$ cat src/rtl/acia_rx_buffer.sv
// rtl/acia_rx_buffer.sv - 8N1 16x-oversampled receiver with byte FIFO, 4-register bus port, IRQ and RTS
// Optional RTS hysteresis is built when ACIA_RX_RTS_EN is defined; otherwise rtsb is tied low.
module acia_rx_buffer #(
   parameter int DEPTH    = 16,
   parameter int BAUD_DIV = 13,
   parameter int RTS_HI   = 12,
   parameter int RTS_LO   = 4
) (
   input  logic       clk,
   input  logic       resb,
   input  logic       rxd,
   input  logic       cs,
   input  logic       rwb,
   input  logic [1:0] rs,
   input  logic       strobe,
   input  logic [7:0] din,
   output logic [7:0] dout,
   output logic       irqb,
   output logic       rtsb
);

   localparam int AW = $clog2(DEPTH);
   localparam int LW = AW + 1;
   localparam logic [LW-1:0] DEPTH_L = LW'(DEPTH);
   localparam logic [7:0]    DIV_RST = 8'(BAUD_DIV);

   typedef enum logic [1:0] {IDLE, START, DATA, STOP} rx_state_t;

   logic            rx_s1, rx_s2, rx_prev, rx_fall;
   logic [7:0]      tick_cnt, divisor;
   logic            tick;
   rx_state_t       state, state_n;
   logic [3:0]      scnt, scnt_n;
   logic [2:0]      bit_cnt, bit_cnt_n;
   logic [7:0]      shreg, shreg_n;
   logic            rx_push, rx_ferr;
   logic [7:0]      mem [DEPTH];
   logic [AW-1:0]   wptr, rptr;
   logic [LW-1:0]   level;
   logic            full, nempty, pop, push_ok;
   logic            wr_stb, rd_stb;
   logic            ovr, fe, ie, irq;

   always_ff @(posedge clk or negedge resb) begin
      if (!resb) begin
         rx_s1   <= 1'b1;
         rx_s2   <= 1'b1;
         rx_prev <= 1'b1;
      end else begin
         rx_s1   <= rxd;
         rx_s2   <= rx_s1;
         rx_prev <= rx_s2;
      end
   end

   assign rx_fall = rx_prev & ~rx_s2;
   assign tick    = (tick_cnt == 8'd0);

   // A new divisor is only picked up when the counter reloads.
   always_ff @(posedge clk or negedge resb) begin
      if (!resb)     tick_cnt <= DIV_RST - 8'd1;
      else if (tick) tick_cnt <= divisor - 8'd1;
      else           tick_cnt <= tick_cnt - 8'd1;
   end

   always_ff @(posedge clk or negedge resb) begin
      if (!resb) begin
         state   <= IDLE;
         scnt    <= 4'd0;
         bit_cnt <= 3'd0;
         shreg   <= 8'h00;
      end else begin
         state   <= state_n;
         scnt    <= scnt_n;
         bit_cnt <= bit_cnt_n;
         shreg   <= shreg_n;
      end
   end

   always_comb begin
      state_n   = state;
      scnt_n    = scnt;
      bit_cnt_n = bit_cnt;
      shreg_n   = shreg;
      rx_push   = 1'b0;
      rx_ferr   = 1'b0;
      case (state)
         IDLE: begin
            if (rx_fall) begin
               state_n = START;
               scnt_n  = 4'd0;
            end
         end
         START: begin
            if (tick) begin
               if (scnt == 4'd7) begin
                  scnt_n    = 4'd0;
                  bit_cnt_n = 3'd0;
                  state_n   = rx_s2 ? IDLE : DATA;
               end else begin
                  scnt_n = scnt + 4'd1;
               end
            end
         end
         DATA: begin
            if (tick) begin
               if (scnt == 4'd15) begin
                  shreg_n   = {rx_s2, shreg[7:1]};
                  bit_cnt_n = bit_cnt + 3'd1;
                  scnt_n    = 4'd0;
                  if (bit_cnt == 3'd7) state_n = STOP;
               end else begin
                  scnt_n = scnt + 4'd1;
               end
            end
         end
         STOP: begin
            if (tick) begin
               if (scnt == 4'd15) begin
                  state_n = IDLE;
                  rx_push = rx_s2;
                  rx_ferr = ~rx_s2;
               end else begin
                  scnt_n = scnt + 4'd1;
               end
            end
         end
         default: state_n = IDLE;
      endcase
   end

   assign wr_stb  = cs & ~rwb & strobe;
   assign rd_stb  = cs & rwb & strobe;
   assign full    = (level == DEPTH_L);
   assign nempty  = (level != '0);
   assign pop     = rd_stb & (rs == 2'd0) & nempty;
   // A pop on the same edge frees the slot, so a push into a full FIFO is still accepted.
   assign push_ok = rx_push & (~full | pop);

   always_ff @(posedge clk) begin
      if (push_ok) mem[wptr] <= shreg;
   end

   always_ff @(posedge clk or negedge resb) begin
      if (!resb) begin
         wptr  <= '0;
         rptr  <= '0;
         level <= '0;
      end else begin
         if (push_ok) wptr <= wptr + AW'(1);
         if (pop)     rptr <= rptr + AW'(1);
         case ({push_ok, pop})
            2'b10:   level <= level + LW'(1);
            2'b01:   level <= level - LW'(1);
            default: level <= level;
         endcase
      end
   end

   always_ff @(posedge clk or negedge resb) begin
      if (!resb) begin
         ovr     <= 1'b0;
         fe      <= 1'b0;
         ie      <= 1'b0;
         divisor <= DIV_RST;
      end else begin
         if (wr_stb && rs == 2'd1) begin
            ovr <= 1'b0;
            fe  <= 1'b0;
         end
         if (rx_push && full && !pop) ovr <= 1'b1;
         if (rx_ferr)                 fe  <= 1'b1;
         if (wr_stb && rs == 2'd2) ie <= din[0];
         if (wr_stb && rs == 2'd3) divisor <= (din == 8'h00) ? 8'h01 : din;
      end
   end

   assign irq  = ie & (nempty | ovr | fe);
   assign irqb = ~irq;

   always_comb begin
      dout = 8'h00;
      if (cs) begin
         case (rs)
            2'd0:    dout = nempty ? mem[rptr] : 8'h00;
            2'd1:    dout = {irq, 3'b000, ovr, fe, full, nempty};
            2'd2:    dout = {7'b0000000, ie};
            default: dout = {{(8-LW){1'b0}}, level};
         endcase
      end
   end

`ifdef ACIA_RX_RTS_EN
   localparam logic [LW-1:0] RTS_HI_L = LW'(RTS_HI);
   localparam logic [LW-1:0] RTS_LO_L = LW'(RTS_LO);
   logic rts_q;

   // Between the thresholds the previous value is held.
   always_ff @(posedge clk or negedge resb) begin
      if (!resb)                  rts_q <= 1'b0;
      else if (level >= RTS_HI_L) rts_q <= 1'b1;
      else if (level <= RTS_LO_L) rts_q <= 1'b0;
   end

   assign rtsb = rts_q;
`else
   assign rtsb = 1'b0;
`endif

endmodule

$ cat config.mk
export PLATFORM = sky130hd
export DESIGN_NAME = acia_rx_buffer
export DESIGN_NICKNAME = d
export VERILOG_FILES = /design/src/rtl/acia_rx_buffer.sv
export SDC_FILE = /design/constraint.sdc
export NUM_CORES = 1
export LEC_CHECK = 0
export ABC_CLOCK_PERIOD_IN_PS = 4700
export BUFFER_PORTS_ARGS = -buffer_cell sky130_fd_sc_hd__clkbuf_2
export CAP_MARGIN = 25
export CORE_MARGIN = 1.5
export CORE_UTILIZATION = 24
export CTS_CLUSTER_DIAMETER = 100
export DETAILED_ROUTE_END_ITERATION = 6
export SETUP_SLACK_MARGIN = 0.3
export SKIP_CTS_REPAIR_TIMING = 1
export SYNTH_ARGS = -nofsm -noshare
export SYNTH_HDL_FRONTEND = slang
export SYNTH_SLANG_ARGS = --single-unit
export TNS_END_PERCENT = 100
$ cat constraint.sdc
create_clock -name clk -period 4.7 [get_ports clk]
set_input_delay 0.705 -clock clk [delete_from_list [all_inputs] [get_ports clk]]
set_output_delay 0.705 -clock clk [all_outputs]
set_load 0.02 [all_outputs]
---- Word-level counts from Yosys, hierarchy flattened ----
Memory sizes are Yosys's and may differ from the RTL's.
Index checks and enable logic that the tools add are counted.
word-level totals
  output and inout bits ................... 10
  memories kept ........................... 1
  input bits .............................. 16
  RAM bits ................................ 128
  bits in registers ....................... 52
  logic and storage cells ................. 120
cells by class
  add/sub/neg operators ................... 8
  muxes and demuxes ....................... 40
  bitwise logic cells ..................... 16
  reduce and logical (&&, ||, !) cells .... 19
  eq/ne operators ......................... 21
memory list
  name  words  bits a word  read ports  clocked after memory_dff  wr ports  RTL line  text
  mem   16     8            1           0                         1         37        logic [7:0] mem [DEPTH];
operator list
  cell                 number
  $mux 8               4
  $mux 4               7
  $pmux 8 s3           1
  $mux 2               9
  $ne 2x2->1 const B   9
  $logic_not 8->1      2
  $pmux 4 s4           1
  $sub 8x1->8 const B  2
  $add 4x1->4 const B  3
  $mux 3               4
  $mux 1               11
  $eq 2x2->1 const B   5
  $pmux 5 s2           1
  $reduce_and 5->1     2
  $and 1x1->1          9
  $pmux 2 s4           1
  $reduce_and 8->1     1
  $reduce_bool 2->1    4
  $eq 2x1->1 const B   3
  $pmux 3 s2           1
  $add 5x1->5 const B  1
  $eq 5x5->1 const B   1
  $logic_and 1x1->1    5
  $reduce_bool 5->1    1
  other kinds (10)     16

---- Logic depth before layout (Yosys ltp) ----
Gate-level depths: netlist of the first run.
  word-level depth ........................ 8
  gate-level depth with buffers ........... 10

---- Worst setup path before layout of the first run ----
Ideal clock, no wire load.
  path type ............................... in2reg
  from .................................... in rs[1]
  to ...................................... reg level[4]
  path slack .............................. 1.837 ns
  stages .................................. 9
  data required time ...................... 4.620 ns
  setup time .............................. 0.080 ns
  data arrival time ....................... 2.783 ns
  path buffers ............................ 0
  path through ............................ nand2b_2 -> a211oi_1 -> and2_4 -> ha_1 -> a21o_1 -> a21oi_1 -> a2111oi_0 -> a21oi_1 -> xnor2_1
on the way
  cells in the longest elaborated chain, start to end .. 7
  elaborated cells between the ends (all ways) .. 9
ends and longest elaborated chain
  item                                             RTL line  text
  start: declaration                               14        input logic [1:0] rs,
  $logic_not 2->1 (*)                              136       assign pop = rd_stb & (rs == 2'd0) & nempty;
  $and 1x1->1 (*) (2 in a row)                     136
  $or 1x1->1                                       138       assign push_ok = rx_push & (~full | pop);
  $and 1x1->1                                      138
  $eq 2x1->1 or $eq 2x2->1 (tied branches)         152       case ({push_ok, pop})
  $pmux 5 s2 or $reduce_bool 2->1 (tied branches)  -
  end signal: assignment                           153       2'b10: level <= level + LW'(1);
  end signal: assignment                           154       2'b01: level <= level - LW'(1);
  end signal: assignment                           155       default: level <= level;
  end: declaration                                 39        logic [LW-1:0] level;
Mark *: on every way between the ends. The rest lies on a longest branch, timed or not.
A chain may end at the register's enable or synchronous reset.

---- Worst setup path in the final report of the first run ----
  from .................................... reg rptr[0]
  to ...................................... out dout[6]
on the way
  cells in the longest elaborated chain, start to end .. 4
ends and longest elaborated chain
  item                      RTL line  text
  start: declaration        38        logic [AW-1:0] wptr, rptr;
  start signal: assignment  151       if (pop) rptr <= rptr + AW'(1);
  $mem_v2 16x8              -
  $mux 8                    185       2'd0: dout = nempty ? mem[rptr] : 8'h00;
  $pmux 8 s3                184       case (rs)
  $mux 8                    183       if (cs) begin
  end: declaration          17        output logic [7:0] dout,
No other way between the ends.

==> impl_metrics.py, run 1 <==
metrics = {
    "worst_setup_path": {
        "critPathArrivalTime_ns": 3.04,
        "worstSetupEndpointType": "output pin",
        "timing.critical_path.from": "rptr[0]$_DFFE_PN0N_",
        "reg2reg_from": "tick_cnt[6]$_DFF_PN0_",
        "path_class": "reg2out",
        "worst-r2r-setup-slack_ns": 1.66,
        "critical_path_required_ns": 3.99,
        "crit_end": "dout[6]",
        "startpoint_type": "flip-flop",
        "r2r-end": "level[4]$_DFFE_PN0P_",
        "reg2regPathDepth": 9,
        "cp_max_fo": 26,
    },
    "logic_synthesis": {
        "synth_area_leaders": "edfxtp_1, dfrtp_1, mux4_2, dfstp_2, mux2_2",
        "yosysMostFrequentCell": "edfxtp_1",
        "synth_top_area_cell": "edfxtp_1",
        "syn_inst": 511,
        "synth_cell_types": 62,
        "syn_nets": 540,
        "synth_top_cells_by_count": "edfxtp_1, dfrtp_1, nand2_1, mux4_2, nor2_1",
        "synth.top_cell.area_share_pct": 48.8,
        "seq_area_frac_synth_pct": 65.5,
        "synth_seq_cells": 180,
        "syn_area_mm2": 0.00787,
        "synth_area_per_cell_um2": 15.4,
        "synthArstFlopShare_pct": 28.9,
        "synth_edf_count": 128,
        "synth_flop_cell": "edfxtp_1",
        "ys_warn_count": 0,
    },
    "drt": {
        "drc": 0,
        "wl_met3_um": 520,
        "m1WireLength_um": 7490,
        "ant_nets": 0,
        "drt-initial-drc-count": 408,
        "post_drt_wl_per_cell_um": 16.3,
        "first_pass_iters": 5,
        "vias_per_cell": 4.37,
        "wl_met2_um": 7990,
        "wl_um": 16200,
        "highest_layer": "met4",
        "vias": 4351,
    },
    "final_layout": {
        "final_util_pct": 27.9,
        "fillers": 3281,
        "syn2layout_area_growth_pct": 14.9,
        "final_cells": 996,
        "drive_above_1_share_pct": 24.1,
        "finish.net_count": 569,
    },
    "cts": {
        "worstSkewPairLatency_ns": 0.44,
        "clockBufferDepth": 2,
        "clk_pin_slew_ns": 0.07,
        "clkSinkCount": 180,
        "cts_buffers": 17,
        "root_buffer": "clkbuf_16",
        "htreeDepth": 4,
        "cts_tree": "built",
    },
    "global_routing": {
        "grt_first_pass_wirelength_um": 25800,
        "grt_overflow": 0,
        "first_global_vias": 4354,
        "grt_usage_pct": 10.2,
        "grt_max_degree": 53,
        "antenna_found_initial": 0,
    },
    "outcome": {
        "status": "completed",
    },
    "placed_design": {
        "io_buffers": 24,
        "place_hpwl_um": 10800,
        "place_congestion": 0.766,
        "dp.cells": 963,
    },
    "min_path": {
        "worstHoldStart": "rxd",
        "hold_class": "in2reg",
    },
    "floorplanning": {
        "pin_count": 26,
        "start_util_pct": 24.3,
        "die_w_um": 184,
        "rows": 66,
        "dieHeight_um": 184,
        "core_area_mm2": 0.0324,
        "die-area_mm2": 0.0339,
    },
    "timing": {
        "whs_ns": 0.351,
        "slew_viol_final": 0,
        "finalSetupTns_ns": 0,
        "setup_viol": 0,
        "clock_skew_ns": 0.0105,
        "hold_viol": 0,
        "clock.fmax_mhz": 267,
        "slew_headroom_pct": 41.7,
        "rsz0062_at_grt": "no",
        "worst_pin_slew_ns": 0.875,
        "fin_crit_sh_pct": 79.6,
        "post-route-min-period_ns": 3.74,
    },
    "run": {
        "drv_cap": 0,
    },
    "power_and_ir_drop": {
        "powerDensity_mw_per_mm2": 380,
        "vdd_ir_drop_max_mv": 0.270,
        "p_leak_nw": 3.40,
    },
}
==> worst min-delay path by stage <==
stage | end | slack, ns | cells past startpoint
finish | rx_s1$_DFF_PN1_ | 0.35 | 1
global route | rx_s1$_DFF_PN1_ | 0.35 | 1
CTS | rx_s1$_DFF_PN1_ | 0.34 | 1
detailed placement | rx_s2$_DFF_PN1_ | 0.35 | 0
global placement | rx_s2$_DFF_PN1_ | 0.35 | 0
floorplan | rx_s2$_DFF_PN1_ | 0.35 | 0
==> placed cells by master, fill, tap and decap left out, types with 4 or more instances in the layout <==
cell       count
nand3_1        8
ha_1          12
o21ai_0       16
buf_4          6
mux2_2        17
or3_1          4
inv_1         10
mux4_2        32
a21oi_1       17
a22oi_1        6
nand2_1       39
clkinv_2       4
mux2i_1        6
clkbuf_2      24
dfstp_2        8
xnor2_1        9
nor3_1        11
nor2b_1        8
and2_1        16
nor2_1        27
edfxtp_1     128
and3_1         4
clkbuf_16     19
dfrtp_1       43
o211ai_1       7
==> layout make-up <==
type | instances | area, um^2 | area share, %
antenna | 1 | 2.50 | 0.0277
clock buffer | 21 | 483 | 5.34
clock inverter | 11 | 98.8 | 1.09
inverter | 10 | 37.5 | 0.415
multi-input combinational | 300 | 2540 | 28.1
sequential | 180 | 5160 | 57.0
tap | 442 | 553 | 6.11
timing repair buffer | 31 | 170 | 1.88
==> metrics by stage <==
stage / cell area [um^2] / total power [mW] / worst slack (ns)
2_1_floorplan: 7870 / 2.00 / 1.84
3_3_place_gp: 8460 / 2.06 / 1.37
3_5_place_dp: 8460 / 2.07 / 1.36
4_1_cts: 9040 / 3.46 / 0.891
5_1_grt: 9040 / 3.56 / 0.761
6_report: 9040 / 3.43 / 0.957
==> kinds of logic after synthesis <==
logic type / Yosys count / synth area share [%]
fa+ha+maj: 13 / 2.16
buf+inv: 31 / 2.16
simple gates: 140 / 9.37
mux: 59 / 13.0
other cells: 1 / 0.0477
flops: 180 / 65.5
xor+xnor: 12 / 1.34
compound gates: 75 / 6.39
==> per-layer routing <==
metal,up-vias,track usage (%)
li1,2038,-
met1,2244,13.1
met2,55,16.6
met3,14,2.69
met4,0,3.84
met5,-,0
==> state kept, by name, summed over array words and instances, names as in the netlist, named ones only <==
name / flops
rx_s1: 1
state: 1
rx_prev: 1
ovr: 1
tick_cnt: 8
fe: 1
divisor: 8
rx_s2: 1
shreg: 8
mem: 128
ie: 1
rptr: 4
bit_cnt: 3
wptr: 4
scnt: 4
level: 5
==> worst max-delay path, cell delays in order (launching register included) <==
cell	delay [ns]
dfrtp_2	0.94
buf_4	0.31
mux4_2	0.51
mux4_2	0.48
nor2b_1	0.16
clkbuf_2	0.18
==> report_power, final <==
group	switching (mW)	leakage [nW]	internal (mW)	total (mW)
clock network	0.607	0.287	0.795	1.40
registers	0.0808	2.10	1.76	1.84
logic	0.102	1.01	0.0893	0.192
total	0.790	3.40	2.64	3.43
(Power assumes the default switching activity.)
==> inputs of run 2 (changes only) <==
--- a/config.mk
+++ b/config.mk
@@ -5,7 +5,7 @@
 export SDC_FILE = /design/constraint.sdc
 export NUM_CORES = 1
 export LEC_CHECK = 0
-export ABC_CLOCK_PERIOD_IN_PS = 4700
+export ABC_CLOCK_PERIOD_IN_PS = 3250
 export BUFFER_PORTS_ARGS = -buffer_cell sky130_fd_sc_hd__clkbuf_2
 export CAP_MARGIN = 25
 export CORE_MARGIN = 1.5
==> constraint.sdc (replaced) <==
create_clock -name clk -period 3.25 [get_ports clk]
set_input_delay 0.4875 -clock clk [delete_from_list [all_inputs] [get_ports clk]]
set_output_delay 0.4875 -clock clk [all_outputs]
set_load 0.02 [all_outputs]
==> impl_metrics.py, run 2 (synthesis gave the netlist of run 1 again) <==
metrics = {
    "timing": {
        "fin_crit_sh_pct": 91.5,
        "rsz0062_at_grt": "yes",
        "slew_headroom_pct": 56.5,
        "hold_viol": 0,
        "worst_pin_slew_ns": 0.645,
        "post-route-min-period_ns": 2.97,
        "final.setup.worst_slack_ns": 0.275,
        "finalSetupTns_ns": 0,
        "clock.fmax_mhz": 336,
        "setup_viol": 0,
        "clock_skew_ns": 0.0129,
        "slew_viol_final": 0,
    },
    "cts": {
        "worstSkewPairLatency_ns": 0.44,
        "cts_buffers": 17,
        "htreeDepth": 4,
        "cts_tree": "built",
        "root_buffer": "clkbuf_16",
        "clockBufferDepth": 2,
        "clkSinkCount": 180,
        "clk_pin_slew_ns": 0.06,
    },
    "drt": {
        "vias_per_cell": 4.27,
        "ant_nets": 0,
        "wl_um": 15800,
        "drt-initial-drc-count": 303,
        "vias": 4356,
        "post_drt_wl_per_cell_um": 15.5,
        "drc": 0,
        "first_pass_iters": 4,
    },
    "placed_design": {
        "dp.cells": 969,
        "io_buffers": 24,
        "place_hpwl_um": 10900,
        "place_congestion": 0.791,
        "pre_cts_slack_ns": 0.262,
        "placed_area_mm2": 0.00852,
    },
    "worst_setup_path": {
        "slowest_stage": "mux4_2",
        "cp_max_fo": 4,
        "critical_path_required_ns": 2.76,
        "critPathMaxStageDelay_ns": 0.53,
        "crit_buf_inv": 1,
        "path_class": "reg2out",
        "worstSetupEndpointType": "output pin",
        "startpoint_type": "flip-flop",
        "critPathArrivalTime_ns": 2.49,
        "cp_cell_sequence": "mux4_2 > nor2b_1 > a211oi_1 > a2111oi_0 > a31o_2 > clkbuf_2",
        "path_delay_family": "compound AO/OA/AOI/OAI gates",
    },
    "power_and_ir_drop": {
        "p_leak_nw": 3.54,
        "powerDensity_mw_per_mm2": 527,
        "total_power_mw": 4.93,
        "vdd_ir_drop_max_mv": 0.372,
    },
    "floorplanning": {
        "core_area_mm2": 0.0324,
        "die_w_um": 184,
        "pin_count": 26,
        "die-area_mm2": 0.0339,
        "rows": 66,
        "dieHeight_um": 184,
        "start_util_pct": 24.3,
    },
    "final_layout": {
        "syn2layout_area_growth_pct": 18.9,
        "final_cells": 1021,
        "layout.cells.most_common": "edfxtp_1",
        "fillers": 3296,
        "finish.net_count": 595,
        "final_cell_mix": "edfxtp_1, dfrtp_1, nand2_1, mux4_2, buf_4",
        "diodes": 0,
        "regMostFlops": "mem",
        "largest_reg_flops": 128,
        "drive_above_1_share_pct": 30.1,
        "stdcell_area_mm2": 0.00936,
    },
    "global_routing": {
        "antenna_found_initial": 0,
        "grt_overflow": 0,
        "grt_max_degree": 22,
        "first_global_vias": 4283,
        "grt_usage_pct": 9.65,
        "grt_first_pass_wirelength_um": 24500,
    },
    "run": {
        "drv_cap": 0,
    },
    "outcome": {
        "status": "completed",
    },
    "min_path": {
        "hold_class": "in2async",
    },
}
run 2: cell type report:
cell class,count,area (um^2),area share (%)
tap,442,553,5.91
clock inverter,14,125,1.34
timing repair buffer,57,427,4.56
sequential,180,5160,55.1
inverter,10,37.5,0.401
clock buffer,18,429,4.59
multi-input combinational,300,2630,28.1
run 2: through the flow:
stage / utilization [%] / hold WS, ns
floorplan: - / 0.192
global placement: 26.3 / 0.347
detailed placement: 26.3 / 0.347
CTS: 28.0 / 0.0487
global route: 28.9 / 0.0819
finish: 28.9 / 0.0396
run 2: worst reg2reg max path, stage by stage (launching register included):
cell and delay [ns]:
dfstp_2 0.39, or4_4 0.57, or4_4 0.58, and2_4 0.21, fa_2 0.35, a21o_1 0.17, a21oi_2 0.16, a2111oi_2 0.05
a21oi_1 0.18, xnor2_1 0.14
run 2: worst paths after layout:
path | from | end | slack (ns) | cells past startpoint
setup / recovery | rptr[1]$_DFFE_PN0N_ | dout[0] | 0.28 | 6
hold / removal | resb | ie$_DFFE_PN0P_ | 0.04 | 1
setup reg to reg | tick_cnt[2]$_DFF_PN1_ | level[4]$_DFFE_PN0P_ | 0.35 | 9
hold reg to reg | rx_s1$_DFF_PN1_ | rx_s2$_DFF_PN1_ | 0.36 | 0
max in group asynchronous | resb | rx_prev$_DFF_PN1_ | 2.45 | 2
min in group clk | rxd | rx_s1$_DFF_PN1_ | 0.17 | 1
run 2: metal layers:
| layer | routed length, um | up-vias | part of all wire (%) | global-route usage (%) |
|---|---|---|---|---|
| li1 | - | 2082 | - | - |
| met1 | 7510 | 2204 | 47 | 12.6 |
| met2 | 7760 | 53 | 49 | 15.5 |
| met3 | 311 | 17 | 2.0 | 1.90 |
| met4 | 260 | 0 | 1.6 | 4.23 |
| met5 | 0 | - | 0 | 0 |
run 2: report_power, final:
group          total (mW)  switching [mW]  internal, mW  leakage [nW]
registers            2.66           0.112          2.55          2.10
clock network        1.94           0.879          1.06         0.272
logic               0.329           0.170         0.159          1.17
==> inputs of run 3 (changes only) <==
--- a/config.mk
+++ b/config.mk
@@ -8,10 +8,12 @@
 export ABC_CLOCK_PERIOD_IN_PS = 3250
 export BUFFER_PORTS_ARGS = -buffer_cell sky130_fd_sc_hd__clkbuf_2
 export CAP_MARGIN = 25
+export CORE_ASPECT_RATIO = 0.8
 export CORE_MARGIN = 1.5
 export CORE_UTILIZATION = 24
 export CTS_CLUSTER_DIAMETER = 100
 export DETAILED_ROUTE_END_ITERATION = 6
+export REMOVE_ABC_BUFFERS = 1
 export SETUP_SLACK_MARGIN = 0.3
 export SKIP_CTS_REPAIR_TIMING = 1
 export SYNTH_ARGS = -nofsm -noshare
==> impl_metrics.py, run 3 (synthesis gave the netlist of run 1 again) <==
metrics = {
    "drt": {
        "drc": 0,
        "vias": 4369,
        "ant_nets": 0,
        "first_pass_iters": 5,
        "vias_per_cell": 4.41,
        "drt-initial-drc-count": 381,
        "wl_um": 15800,
        "post_drt_wl_per_cell_um": 15.9,
    },
    "final_layout": {
        "final_cells": 990,
        "layout.cells.most_common": "edfxtp_1",
        "stdcell_area_mm2": 0.00925,
        "syn2layout_area_growth_pct": 17.5,
        "finish.net_count": 579,
        "regArea_mm2": 0.00516,
        "multi_input_area_mm2": 0.00262,
        "fillers": 3204,
        "drive_above_1_share_pct": 28.1,
        "largest_reg_flops": 128,
        "final_cell_mix": "edfxtp_1, dfrtp_1, nand2_1, mux4_2, nor2_1",
        "regMostFlops": "mem",
        "diodes": 0,
    },
    "cts": {
        "root_buffer": "clkbuf_16",
        "cts_buffers": 17,
        "clkSinkCount": 180,
        "clockBufferDepth": 2,
        "cts_tree": "built",
        "htreeDepth": 4,
        "worstSkewPairLatency_ns": 0.43,
        "clk_pin_slew_ns": 0.07,
    },
    "timing": {
        "clock.fmax_mhz": 341,
        "rsz0062_at_grt": "yes",
        "slew_headroom_pct": 49.6,
        "finalSetupTns_ns": 0,
        "worst_pin_slew_ns": 0.755,
        "hold_viol": 0,
        "post-route-min-period_ns": 2.94,
        "fin_crit_sh_pct": 90.4,
        "slew_viol_final": 0,
        "clock_skew_ns": 0.00946,
        "setup_viol": 0,
        "final.setup.worst_slack_ns": 0.313,
    },
    "worst_setup_path": {
        "startpoint_type": "flip-flop",
        "worstSetupEndpointType": "flip-flop",
        "path_class": "reg2reg",
        "cp_max_fo": 5,
        "critPathArrivalTime_ns": 3.28,
        "critical_path_required_ns": 3.59,
    },
    "min_path": {
        "hold_class": "in2async",
    },
    "placed_design": {
        "pre_cts_slack_ns": 0.208,
        "placed_area_mm2": 0.00850,
        "dp.cells": 954,
        "io_buffers": 24,
        "place_hpwl_um": 10800,
        "place_congestion": 0.777,
    },
    "floorplanning": {
        "core_area_mm2": 0.0324,
        "pin_count": 26,
        "rows": 59,
        "die-area_mm2": 0.0339,
        "dieHeight_um": 165,
        "start_util_pct": 24.3,
        "die_w_um": 205,
    },
    "power_and_ir_drop": {
        "p_leak_nw": 3.47,
        "total_power_mw": 4.99,
        "vdd_ir_drop_max_mv": 0.338,
        "powerDensity_mw_per_mm2": 540,
    },
    "outcome": {
        "status": "completed",
    },
    "run": {
        "drv_cap": 0,
    },
    "global_routing": {
        "first_global_vias": 4228,
        "grt_usage_pct": 9.70,
        "grt_overflow": 0,
        "grt_first_pass_wirelength_um": 24600,
        "antenna_found_initial": 0,
        "grt_max_degree": 28,
    },
}
run 3: cell count changes in the layout (fill, tap and decap cells not counted), moves of 2 or more:
cell | previous run | this run
buf_4 | 29 | 12
clkbuf_1 | 1 | 5
inv_6 | 3 | 0
inv_8 | 3 | 0
a21oi_1 | 16 | 14
a21oi_2 | 1 | 3
bufinv_16 | 1 | 3
dfrtp_2 | 1 | 3
run 3: critical path, stage by stage (launching register included):
cell	delay, ns
dfrtp_1	0.40
or4_4	0.58
or4_4	0.59
and2_4	0.21
fa_2	0.35
a21o_1	0.19
a21oi_2	0.17
a2111oi_2	0.05
a21oi_1	0.17
xnor2_1	0.14
run 3: path summary, 6_finish.rpt:
| check | start | end | slack [ns] | cells after the start |
|---|---|---|---|---|
| hold reg to reg | rx_s1$_DFF_PN1_ | rx_s2$_DFF_PN1_ | 0.36 | 0 |
| max in group asynchronous | resb | rx_s1$_DFF_PN1_ | 2.33 | 2 |
| setup / recovery | tick_cnt[1]$_DFF_PN0_ | level[4]$_DFFE_PN0P_ | 0.31 | 9 |
| setup reg to reg | tick_cnt[1]$_DFF_PN0_ | level[4]$_DFFE_PN0P_ | 0.31 | 9 |
| hold / removal | resb | rptr[3]$_DFFE_PN0N_ | 0.12 | 1 |
| min in group clk | rxd | rx_s1$_DFF_PN1_ | 0.15 | 1 |
run 3: stage by stage:
step	utilization (%)	hold WS, ns
finish	28.5	0.123
global route	28.5	0.130
CTS	28.0	0.138
floorplan	-	0.192
detailed placement	26.2	0.348
global placement	26.2	0.348
run 3: area by class of cell:
type / count / area share [%]
multi-input combinational: 300 / 28.3
clock inverter: 10 / 1.43
sequential: 180 / 55.8
clock buffer: 22 / 4.80
timing repair buffer: 41 / 3.45
tap: 427 / 5.78
inverter: 10 / 0.406
run 3: power by group:
group | switching (mW) | internal, mW
Clock | 0.831 | 1.20
Sequential | 0.117 | 2.55
Combinational | 0.157 | 0.135
Total | 1.10 | 3.89
run 3: routing by layer:
metal	GRT usage, %	part of all wire, %	wire (um)
met4	2.82	1.2	193
met5	0	0	0
met2	14.2	45	7050
met3	2.51	3.8	600
met1	14.1	50	7940
